==> src/rtl/qpu_ifu_irstage.sv <==
// Instruction fetch + IR stage feeding the EXU decoder: one outstanding fetch,
// static backward-taken branch prediction, and EXU-driven redirect/flush.
module qpu_ifu_irstage #(
    parameter int                 PC_SIZE  = 32,
    parameter logic [PC_SIZE-1:0] RESET_PC = '0
) (
    input  logic               clk,
    input  logic               rst,
    output logic               ifu_req_valid,
    input  logic               ifu_req_ready,
    output logic [PC_SIZE-1:0] ifu_req_addr,
    input  logic               ifu_rsp_valid,
    input  logic [31:0]        ifu_rsp_instr,
    output logic               ir_valid,
    input  logic               ir_ready,
    output logic [31:0]        ir_instr,
    output logic [PC_SIZE-1:0] ir_pc,
    output logic               ir_prdt_taken,
    input  logic               flush_req,
    input  logic [PC_SIZE-1:0] flush_pc
);

    typedef enum logic [1:0] {
        S_REQ  = 2'd0,
        S_WAIT = 2'd1,
        S_DROP = 2'd2
    } state_t;

    state_t             state;
    logic [PC_SIZE-1:0] fetch_pc;

    function automatic logic predict_taken(input logic [31:0] instr);
        return (instr[4:0] == 5'b11000) && instr[9];
    endfunction

    // Branch offset is a signed 14-bit word offset; the size cast sign-extends it.
    function automatic logic [PC_SIZE-1:0] next_fetch_pc(input logic [PC_SIZE-1:0] pc,
                                                         input logic [31:0]        instr);
        logic signed [13:0] b_imm;
        logic signed [15:0] b_off;
        b_imm = {instr[9:5], instr[23:15]};
        b_off = {b_imm, 2'b00};
        if (predict_taken(instr)) begin
            return pc + PC_SIZE'(b_off);
        end
        return pc + PC_SIZE'(4);
    endfunction

    // Issue only when the IR will be free by the time the response lands.
    assign ifu_req_valid = ~rst & (state == S_REQ) & ~flush_req & (~ir_valid | ir_ready);
    assign ifu_req_addr  = fetch_pc;

    always_ff @(posedge clk) begin
        if (rst) begin
            state         <= S_REQ;
            fetch_pc      <= RESET_PC;
            ir_valid      <= 1'b0;
            ir_instr      <= '0;
            ir_pc         <= '0;
            ir_prdt_taken <= 1'b0;
        end else if (flush_req) begin
            fetch_pc <= flush_pc;
            ir_valid <= 1'b0;
            case (state)
                S_WAIT, S_DROP: state <= ifu_rsp_valid ? S_REQ : S_DROP;
                default:        state <= S_REQ;
            endcase
        end else begin
            if (ir_valid && ir_ready) begin
                ir_valid <= 1'b0;
            end
            case (state)
                S_REQ: begin
                    if (ifu_req_valid && ifu_req_ready) begin
                        state <= S_WAIT;
                    end
                end
                S_WAIT: begin
                    if (ifu_rsp_valid) begin
                        ir_instr      <= ifu_rsp_instr;
                        ir_pc         <= fetch_pc;
                        ir_prdt_taken <= predict_taken(ifu_rsp_instr);
                        ir_valid      <= 1'b1;
                        fetch_pc      <= next_fetch_pc(fetch_pc, ifu_rsp_instr);
                        state         <= S_REQ;
                    end
                end
                S_DROP: begin
                    if (ifu_rsp_valid) begin
                        state <= S_REQ;
                    end
                end
                default: state <= S_REQ;
            endcase
        end
    end

endmodule
==> config.mk <==
export PLATFORM = sky130hd
export DESIGN_NAME = qpu_ifu_irstage
export DESIGN_NICKNAME = d
export VERILOG_FILES = /design/src/rtl/qpu_ifu_irstage.sv
export SDC_FILE = /design/constraint.sdc
export NUM_CORES = 1
export LEC_CHECK = 0
export CAP_MARGIN = 25
export CORE_MARGIN = 5
export CORE_UTILIZATION = 50
export DETAILED_ROUTE_END_ITERATION = 8
export PLACE_DENSITY = 0.85
export REMOVE_ABC_BUFFERS = 1
export SLEW_MARGIN = 10
export SYNTH_ARGS = -nofsm -noshare
export SYNTH_HDL_FRONTEND = slang
export SYNTH_SLANG_ARGS = --single-unit
export TNS_END_PERCENT = 20
==> constraint.sdc <==
create_clock -name clk -period 7.9 [get_ports clk]
set_input_delay 1.975 -clock clk [delete_from_list [all_inputs] [get_ports clk]]
set_output_delay 1.975 -clock clk [all_outputs]
set_load 0.02 [all_outputs]
# == Yosys cells after proc, flatten, opt, wreduce, memory -nomap -nowiden ==
# Index checks and enable logic that the tools add are counted.
# classes
add_sub_neg,2
eq_ne,5
n_mux,19
bitwise_logic,7
n_reduce_logical,11
# op_table
cell,count
$mux 32,5
$add 32x3->32 const B,1
$add 32x32->32,1
$mux 2,5
$mux 1,8
$eq 5x5->1 const B,1
$pmux 2 s2,1
$reduce_and 2->1,2
$reduce_bool 2->1,2
$reduce_or 2->1,2
$and 1x1->1,3
$logic_and 1x1->1,3
$ne 3x1->1 const B,1
$ne 3x2->1 const B,1
$not 1->1,3
$reduce_and 3->1,1
$eq 2x1->1 const B,1
$eq 2x2->1 const B,1
$logic_not 2->1,1
$or 1x1->1,1
# word_totals
reg_bits,100
in_bits,70
word_cells,50

# == Logic depth before layout (Yosys ltp) ==
# Gate-level depths: netlist (run 1).
# logic_depth
word_depth,11
mapped_depth,14
ltp_nobuf,12

# == Least setup slack after synthesis (run 1) ==
# OpenSTA, ideal clock, no wires.
# synth_timing
kind,input-to-reg
start,in ifu_rsp_instr[2]
end,reg fetch_pc[31] (netlist: ifu_req_addr[31])
setup_time_ps,134
arrival_ps,5353
setup_slack_ps,2412
cell_stages,13
path_buffers,3
path_cell_list,nand4b_1 > nor3_1 > clkbuf_1 > clkbuf_1 > ha_1 > buf_6 > a21oi_4 > o21ai_2 > a41o_1 > a21o_1 > mux2_2 > o311a_1 > or4b_1
# synth_via
elab_chain_cells,11
# synth_lines
item,line_no,source
start: declaration,13,"input logic [31:0] ifu_rsp_instr,"
$eq 5x5->1,33,return (instr[4:0] == 5'b11000) && instr[9];
$logic_and 1x1->1,33,
$mux 1,43,if (predict_taken(instr)) begin
$mux 1,79,if (ifu_rsp_valid) begin
$mux 1,72,case (state)
$mux 1,61,end else if (flush_req) begin
$mux 1,54,if (rst) begin
$mux 32,46,return pc + PC_SIZE'(4);
$mux 32,79,
$mux 32,72,
$mux 32,61,
end signal: assignment,62,fetch_pc <= flush_pc;
end signal: assignment,84,"fetch_pc <= next_fetch_pc(fetch_pc, ifu_rsp_instr);"
end: declaration,30,logic [PC_SIZE-1:0] fetch_pc;
# Every way passes these cells. The select of a mux whose other input is x is not followed.
# A chain may end at the register's enable or synchronous reset.

# == Worst setup path in the final report (run 1) ==
# Ends and elaborated chain as after synthesis.

==> metrics.txt, run 1 <==
outcome=completed; CP max stage delay=about 700 ps; Comb pwr share=between 10% and 20%; Die Wd=~120 microns; count of cell types in the netlist=between 50 and 60; TritonCTS clock tree=yes; CTS Hold Buffers Added=0; fin crit share=71.86%; CP cell instances=clkdlybuf4s50_1 -> nand4b_1 -> nor3_2 -> buf_4 -> and2_1 -> ha_1 -> nand2_1 -> o21ai_0 -> a22oi_1 -> a2bb2oi_1 -> nor3_1 -> or4b_1; largest net degree at the start of global routing=between 60 and 70; 1st-iter DRT viols=between 300 and 400; fin crit period=5677 ps; main combinational cell family by area after synthesis=compound AO/OA/AOI/OAI gates; first-pass GRT wire length=27520 microns; clock skew=12.78 ps; drt total wl=approximately 17000 microns; Non-Filler Instances=roughly 1.0k; DRT Pass-1 Iters=5; Final Util=a little under 70%; Simple-Gate Fraction of Synth Area=23.09%; I/O pin total=~170; Synth Flop Type=dfxtp_1; Seq cells post-synth=100; Layout area overhead=34.88%; Post-Synthesis Cells=between 700 and 800; post-CTS resize count=0; final setup TNS=0 ps; WP buf/inv=2; Post-synth EDFFs=0; Post-Place Cells=1013; multiplexer share of the synthesized area=1.675%; Crit path max-delay family=simple AND/OR/NAND/NOR gates; Max Clock Freq=between 150 and 200 MHz; hold crit path type=flop to flop; Port Buffers=roughly 170; worst-path fanout max=15; vias in the first global route=around 5.7k; wire per inst=between 15 and 20 microns; Leakage=between 2 and 3 nW; Syn Area/Cell=between 7 and 8 sq um; Seq pwr share=roughly half; antenna violations before repair=0; final hold violations=0; worst slew pin tran=approximately 900 ps; Max Cap Viol=0; synth warn=0; critical path capture point type=flop; maximum root-to-sink buffer count=2; P_int=~0.75 mW; Setup violations, final=0; max-slew violation count=0; # diodes=0; Post-DP HPWL=12720 microns; share of post-route cells with drive strength above 1=3.933%; # H-tree levels=3; clk root buf=clkbuf_8; Arr. time, crit path=5940 ps; DIE AREA=roughly 13000 sq um; Adder-Cell Fraction of Synth Area=about 7.4%; unrepaired setup endpoints after global routing=false; Power Dens Cells=between 100 and 150 nW/um^2; worst-skew pair later-pin latency=around 390 ps; kind of critical path=primary input to flop; GRT Residual Overflow=0; fill count=898; Compound-Gate Fraction of Synth Area=roughly 23%; Async S/R FF share, synth=0%; row cnt=38; Mapped Area=around 5500 sq um; Via density=5.594; Worst-path clk slew=about 100 ps; Initial Util=50.99%; gr usage total=25.32%; Slowest cell on crit path=nor3_2; gpl congestion=between 0.9 and 1; core area=approximately 11000 sq um; post-route ant nets=0; nets=987; Seq/Total Area, Yosys=36.22%; Sw Share=between 20% and 30%; Sink Count=100; net switching power=approximately 0.29 mW; slew margin rel.=between 30% and 40%; postcts setup bufs=0; Die Ht=115.1 microns; routed vias=5762; worst vdd ir=124.0 uV; clock share of power=33.4%; DR DRC count=0; Synth Area in XOR/XNOR=3.486%; Required @ worst endpoint=~8200 ps; TritonCTS Buffers=9; Worst setup SP type=primary input
cells in the mapped netlist (all sizes together), types with 3 or more instances:
cell type / count / share of area [%]
nand2: 184 / 12
a21oi: 131 / 12
dfxtp: 100 / 36
nor2: 51 / 3.5
clkbuf: 46 / 3.1
ha: 31 / 7.0
o21ai: 21 / 2.0
inv: 18 / 1.2
nor3: 18 / 1.6
and2: 14 / 1.6
xor2: 13 / 2.1
a211oi: 10 / 1.4
nand3: 10 / 0.91
a221oi: 9 / 1.4
xnor2: 9 / 1.4
a21o: 8 / 1.1
buf: 7 / 0.70
mux2i: 7 / 1.3
nand4: 6 / 0.68
nand2b: 5 / 0.57
o211ai: 5 / 0.68
o22ai: 5 / 0.57
a2111oi: 4 / 0.63
and3: 4 / 0.45
a211o: 3 / 0.48
a41oi: 3 / 0.48
o21a: 3 / 0.41
o31ai: 3 / 0.41
power by group through the flow:
| stage | combinational, mW | clock (mW) | sequential [mW] |
|---|---|---|---|
| 3_5_place_dp | 0.164 | 0 | 0.542 |
| 6_report | 0.165 | 0.348 | 0.530 |
| 5_1_grt | 0.179 | 0.374 | 0.533 |
| 2_1_floorplan | 0.0602 | 0 | 0.553 |
| 3_3_place_gp | 0.161 | 0 | 0.541 |
| 4_1_cts | 0.165 | 0.354 | 0.530 |
cells in the final DEF (no fill, tap or decap), drive strengths merged, types with 6 or more instances in the layout:
master	Yosys	layout
nand2	184	184
o21ai	21	21
xor2	13	13
clkdlybuf4s50	0	166
nand4	6	6
nand3	10	10
xnor2	9	9
clkbuf	46	10
nor3	18	18
and2	14	14
inv	18	20
dfxtp	100	100
buf	7	10
a21o	8	8
ha	31	31
nor2	51	51
mux2i	7	7
a21oi	131	131
a221oi	9	9
a211oi	10	10
cell families after synthesis:
family | count (synthesis)
AOI/OAI and AO/OA | 215
muxes | 9
adders and majority gates | 32
buffers and inverters | 71
and+or+nand+nor | 302
xor gates and xnor gates | 22
DFF | 100
sequential cells by signal (all words and copies together), names as in the netlist:
signal,count
ifu_req_addr,32
ir_instr,32
ir_pc,32
state,2
ir_prdt_taken,1
ir_valid,1
path summary, 6_finish.rpt:
check / slack (ps) / end / start / depth (start not counted)
min: 460 / ir_pc[26] / ir_pc[26] / 2
max: 2220 / ifu_req_addr[31] / ifu_rsp_instr[2] / 12
min reg2reg: 460 / ir_pc[26] / ir_pc[26] / 2
max reg2reg: 5030 / ifu_req_addr[26] / ifu_req_addr[5] / 7
final cells by class:
type	instances	area [sq um]	share of cell area (%)
clock buffers	10	137.6	1.846
clock inverters	6	70.07	0.9398
inverters	18	67.56	0.9062
multi-input cells	580	3262	43.75
flip-flops and latches	100	2002	26.85
well taps	140	175.2	2.349
repair buffers	176	1742	23.36
metrics by stage:
step                      instance area, sq um  hold slack (ps)  worst slack [ps]  power [mW]
after floorplan                           5316            495.4              1588      0.6131
after global placement                    7233            440.5              2044      0.7020
after detailed placement                  7233            447.9              1845      0.7057
after CTS                                 7441            461.5              2238       1.049
after global routing                      7456            481.8              1943       1.086
final                                     7456            458.0              2223       1.043
metal layers:
| metal | global-route usage [%] | part of all wire (%) | vias to the layer above |
|---|---|---|---|
| met5 | 0 | 0 | - |
| met1 | 31.13 | 44 | 2681 |
| met4 | 9.233 | 2.0 | 0 |
| li1 | - | - | 2860 |
| met3 | 5.579 | 6.5 | 28 |
| met2 | 43.44 | 48 | 193 |
worst register-to-register path, delay by kind of cell (launching register included):
family          cells  cell delay (ps)
simple gates        2              970
compound gates      4             1070
fa+ha+maj           1              380
flops               1              370
(Power assumes the default switching activity.)
==> run 2: changes to the inputs <==
- CORE_UTILIZATION: 50 -> 48
- PLACE_DENSITY: 0.85 -> 0.82
- clock period: 7.9 -> 5.3 ns (I/O delays scaled with it)
==> run 2 against run 1 <==
  * Hold slack got worse by 6.1 ps
  * Sequential share of layout area fell by 0.49 points
  * Final cell count rose by 0.29%
  * Cell area rose by 1.9%
  * Non-clock buffer count did not move
  * Wire length fell by 5.5%
  * Global-route usage fell by 2.4 points
  * Flip-flop and latch count did not move
  * Combinational power rose by 48%
  * Die area rose by 3.8%
  * Clock-buffer cell count did not move
  * Critical path type unchanged
==> metrics.txt, run 2 (synthesis gave the netlist of run 1 again) <==
outcome=completed (unchanged); maximum root-to-sink buffer count=2 (unchanged); hold crit path type=flop to flop (unchanged); Layout area overhead=37.39% (was 34.88%); Die Wd=117.3 microns (was 115.1 microns); post-route ant nets=0 (unchanged); CTS Hold Buffers Added=0 (unchanged); I/O pin total=169 (unchanged); Setup violations, final=0 (unchanged); DIE AREA=13760 sq um (was 13260 sq um); Required @ worst endpoint=5580 ps (was 8160 ps); kind of critical path=primary input to flop (unchanged); Worst-path clk slew=70 ps (was 100 ps); DR DRC count=0 (unchanged); final hold violations=0 (unchanged); max-slew violation count=0 (unchanged); critical path capture point type=flop (unchanged); # H-tree levels=3 (unchanged); post-CTS resize count=0 (unchanged); core area=11370 sq um (was 10840 sq um); postcts setup bufs=0 (unchanged); net switching power=0.4372 mW (was 0.2893 mW); GRT Residual Overflow=0 (unchanged); TritonCTS clock tree=yes (unchanged); Post-DP HPWL=11530 microns (was 12720 microns); DRT Pass-1 Iters=5 (unchanged); nets=987 (unchanged); routed vias=5629 (was 5762); worst vdd ir=279.0 uV (was 124.0 uV); Power Dens Cells=237.1 nW/um^2 (was 139.9 nW/um^2); drt total wl=16030 microns (was 16960 microns); Die Ht=117.3 microns (was 115.1 microns); worst-path fanout max=35 (was 15); Hold WS=451.9 ps (was 458.0 ps); gr usage total=22.88% (was 25.32%); Final Util=66.80% (was 68.78%); row cnt=39 (was 38); fin crit period=approximately 4500 ps; Max Clock Freq=around 220 MHz; vias in the first global route=5435 (was 5709); fin crit share=between 80% and 90%; unrepaired setup endpoints after global routing=false (unchanged); clock share of power=42.5% (was 33.4%); Via density=5.449 (was 5.594); flop2flop setup slack=2520 ps (was 5030 ps); largest net degree at the start of global routing=78 (was 69); gpl congestion=0.9011 (was 0.9227); Sink Count=100 (unchanged); Leakage=2.827 nW (was 2.756 nW); Comb pwr share=13.5% (was 15.8%); most frequent cells in the layout=nand2_1, clkdlybuf4s50_1, a21oi_1 (unchanged); share of post-route cells with drive strength above 1=3.933% (unchanged); first-pass GRT wire length=26640 microns (was 27520 microns); TritonCTS Buffers=9 (unchanged); commonest non-fill, non-tap cell in the layout=nand2_1 (unchanged); Final Power=1.801 mW (was 1.043 mW); slew margin rel.=46.82% (was 39.46%); worst-skew pair later-pin latency=350 ps (was 390 ps); Arr. time, crit path=4820 ps (was 5940 ps); worst slew pin tran=797.8 ps (was 903.2 ps); final setup TNS=0 ps (unchanged); clock skew=3.246 ps (was 12.78 ps); Hold Path Stages=2 (unchanged); antenna violations before repair=0 (unchanged); 1st-iter DRT viols=372 (was 314); clk root buf=clkbuf_16 (was clkbuf_8); Max Cap Viol=0 (unchanged); Sw Share=24.28% (was 27.73%); Seq pwr share=43.9% (was 50.8%); Initial Util=48.62% (was 50.99%); Worst setup SP type=primary input (unchanged); P_int=1.364 mW (was 0.7540 mW); wire per inst=15.52 microns (was 16.46 microns); R2R cell count=8 (was 7); Port Buffers=168 (unchanged); # diodes=0 (unchanged)
==> run 2: cell count changes in the layout (fill, tap and decap cells not counted), sizes merged <==
cell      previous run  this run
bufinv               1         3
inv                 20        18
clkinv               0         2
clkinvlp             3         1
==> run 2: final cells by class <==
class / instances / area (sq um)
tap: 143 / 178.9
inverter: 18 / 67.56
sequential: 100 / 2002
multi-input combinational: 580 / 3262
fill: 998 / 3775
clock inverter: 6 / 111.4
clock buffer: 10 / 239.0
timing repair buffer: 176 / 1734
==> run 2: path summary, 6_finish.rpt <==
kind	from	to
max	ifu_rsp_instr[2]	ifu_req_addr[26]
min	ir_instr[13]	ir_instr[13]
max reg2reg	ifu_req_addr[26]	ifu_req_addr[31]
min reg2reg	ir_instr[13]	ir_instr[13]
==> run 2: power groups by stage <==
stage / logic (mW) / registers [mW] / clock network, mW
after floorplan: 0.0897 / 0.824 / 0
after global placement: 0.240 / 0.808 / 0
after detailed placement: 0.242 / 0.807 / 0
after CTS: 0.244 / 0.790 / 0.783
after global routing: 0.266 / 0.793 / 0.811
final: 0.244 / 0.791 / 0.766
==> run 2: through the flow <==
step | instance area [sq um] | setup WS, ps | std cells
after global placement | 7244 | 402.1 | 1017
final | 7595 | 756.5 | 1033
after global routing | 7595 | 388.9 | 1033
after detailed placement | 7244 | 393.2 | 1017
after CTS | 7595 | 730.4 | 1033
after floorplan | 5316 | -361.6 | 698
==> run 2: layer usage <==
metal / up-vias / routed length [microns] / GRT usage (%)
met5: - / 0 / 0
met2: 177 / 7415 / 36.92
met1: 2578 / 7318 / 29.96
met4: 0 / 144 / 5.946
li1: 2864 / - / -
met3: 10 / 1151 / 6.689
==> run 2: critical path, stage by stage <==
cell	delay, ps
clkdlybuf4s50_1	410
nand4b_1	180
nor3_2	120
buf_4	370
nand2b_1	100
ha_1	220
fa_1	410
nand3_1	160
a2111oi_0	130
nor3_1	460
o221ai_1	380
or3_1	450
o211ai_1	80
==> run 3: changes to the inputs <==
- CORE_ASPECT_RATIO: not set -> 0.6
- GPL_ROUTABILITY_DRIVEN: not set -> 0
- SKIP_LAST_GASP: not set -> 1
==> run 3 against run 2 <==
  * Worst setup slack improved by 32 ps
  * First-iteration DRC count increased by 63%
  * Sequential power about the same
  * Die area increased by 0.51%
  * Final cell count increased by 1.8%
  * Clock-buffer cell count unchanged
  * Register-to-register slack got worse by 20 ps
==> metrics.txt, run 3 (synthesis gave the netlist of run 1 again) <==
gr usage total=22.80% (was 22.88%); worst slew pin tran=765.1 ps (was 797.8 ps); Post-DP HPWL=11800 microns (was 11530 microns); core area=11300 sq um (was 11370 sq um); post-route cell area=7569 sq um (was 7595 sq um); Required @ worst endpoint=5570 ps (was 5580 ps); Slowest cell on crit path=clkdlybuf4s50_1 (was nor3_1); TritonCTS clock tree=yes (unchanged); CP max stage delay=480 ps (was 460 ps); clk root buf=clkbuf_16 (unchanged); Die Ht=93.13 microns (was 117.3 microns); Initial Util=48.93% (was 48.62%); first-pass GRT wire length=25920 microns (was 26640 microns); Max Clock Freq=221.7 MHz (was 220.1 MHz); hold crit path type=flop to flop (unchanged); critical path capture point type=flop (unchanged); I/O pin total=169 (unchanged); unrepaired setup endpoints after global routing=false (unchanged); worst r2r src=ifu_req_addr[26] (unchanged); antenna violations before repair=0 (unchanged); clock skew=9.050 ps (was 3.246 ps); kind of critical path=primary input to flop (unchanged); CTS Hold Buffers Added=0 (unchanged); slew margin rel.=48.99% (was 46.82%); commonest non-fill, non-tap cell in the layout=nand2_1 (unchanged); Layout area overhead=36.92% (was 37.39%); Worst Min Path Start=ir_pc[14] (was ir_instr[13]); drt total wl=16130 microns (was 16030 microns); GRT Residual Overflow=0 (unchanged); routed vias=5660 (was 5629); vias in the first global route=5093 (was 5435); most frequent cells in the layout=nand2_1, clkdlybuf4s50_1, a21oi_1 (unchanged); WP buf/inv=2 (unchanged); Via density=5.380 (was 5.449); share of post-route cells with drive strength above 1=4.036% (was 3.933%); # H-tree levels=3 (unchanged); # diodes=0 (unchanged); Arr. time, crit path=4780 ps (was 4820 ps); worst-path fanout max=23 (was 35); postcts setup bufs=0 (unchanged); wire per inst=15.33 microns (was 15.52 microns); placed instance area=7293 sq um (was 7244 sq um); final hold violations=0 (unchanged); fill count=983 (was 998); Setup violations, final=0 (unchanged); maximum root-to-sink buffer count=2 (unchanged); nets=989 (was 987); Final Util=66.99% (was 66.80%); 1st-iter DRT viols=608 (was 372); Power Dens Cells=219.2 nW/um^2 (was 237.1 nW/um^2); post-route ant nets=0 (unchanged); CP cell instances=clkdlybuf4s50_1 -> nand4b_1 -> nor3_2 -> buf_4 -> nand2b_1 -> ha_1 -> fa_1 -> nand3_1 -> a2111oi_0 -> nor3_1 -> o221ai_1 -> or3_1 -> o211ai_1 (unchanged); DIE AREA=13830 sq um (was 13760 sq um); Worst setup SP type=primary input (unchanged); fin crit period=4511 ps (was 4543 ps); Port Buffers=168 (unchanged); max-slew violation count=0 (unchanged); Worst-path clk slew=70 ps (about the same); worst vdd ir=152.2 uV (was 279.0 uV); TritonCTS Buffers=9 (unchanged); post-CTS resize count=0 (unchanged); row cnt=30 (was 39); largest net degree at the start of global routing=66 (was 78); fin crit share=85.12% (was 85.73%); DR DRC count=0 (unchanged); Crit path max-delay family=simple AND/OR/NAND/NOR gates (unchanged); Leakage=2.801 nW (was 2.827 nW); Max Cap Viol=0 (unchanged); outcome=completed (unchanged); Die Wd=148.5 microns (was 117.3 microns); Sink Count=100 (unchanged); DRT Pass-1 Iters=5 (unchanged); worst-skew pair later-pin latency=350 ps (about the same); Worst Setup SP=ifu_rsp_instr[4] (was ifu_rsp_instr[2])
run 3: changes by cell type in the layout (fill, tap and decap cells not counted), sizes merged:
cell      delta
buf          +2
inv          +3
clkinvlp     +1
clkinv       -1
bufinv       -3
run 3: stage by stage:
| step | setup WS (ps) | hold slack (ps) | std cells | TNS [ps] | power, mW |
|---|---|---|---|---|---|
| after floorplan | -361.6 | 495.4 | 698 | -449.1 | 0.9139 |
| after global placement | 559.4 | 441.0 | 1036 | 0 | 1.048 |
| after detailed placement | 517.5 | 446.4 | 1036 | 0 | 1.051 |
| after CTS | 850.1 | 455.7 | 1052 | 0 | 1.672 |
| after global routing | 527.2 | 472.7 | 1052 | 0 | 1.733 |
| final | 788.6 | 453.8 | 1052 | 0 | 1.659 |
run 3: final timing paths:
| path | endpoint | slack, ps | cells after the start |
|---|---|---|---|
| worst max-delay path | ifu_req_addr[26] | 790 | 13 |
| worst min-delay path | ir_pc[14] | 450 | 2 |
| worst max register to register | ifu_req_addr[31] | 2500 | 8 |
| worst min register to register | ir_pc[14] | 450 | 2 |
run 3: power breakdown:
part           total [mW]  internal (mW)  leakage, nW  switching, mW
clock network       0.624          0.323        0.130          0.301
logic               0.245          0.120         1.86          0.125
registers           0.790          0.770        0.813         0.0209
run 3: area by class of cell:
class	instances	area (sq um)	share of cell area [%]
clock buffer	10	229.0	3.025
inverter	18	67.56	0.8927
clock inverter	6	46.29	0.6117
timing repair buffer	178	1762	23.28
tap	160	200.2	2.645
sequential	100	2002	26.45
multi-input combinational	580	3262	43.10
run 3: worst register-to-register path, cell delays in order, from the launching register on:
cell and delay [ps]:
dfxtp_1 360, ha_1 460, a21oi_4 220, o21ai_2 80, a41o_1 260, a21o_1 210
mux2_2 260, o311a_1 330, or4b_1 510
run 3: metal layers:
layer  track usage, %  routed length (microns)  vias to the layer above  part of all wire (%)
met5                0                        0                        -                     0
met4            4.919                      137                        0                  0.85
met3            8.329                     1630                       12                    10
met2            31.02                     6486                      238                    40
met1            33.95                     7873                     2528                    49
li1                 -                        -                     2882                     -
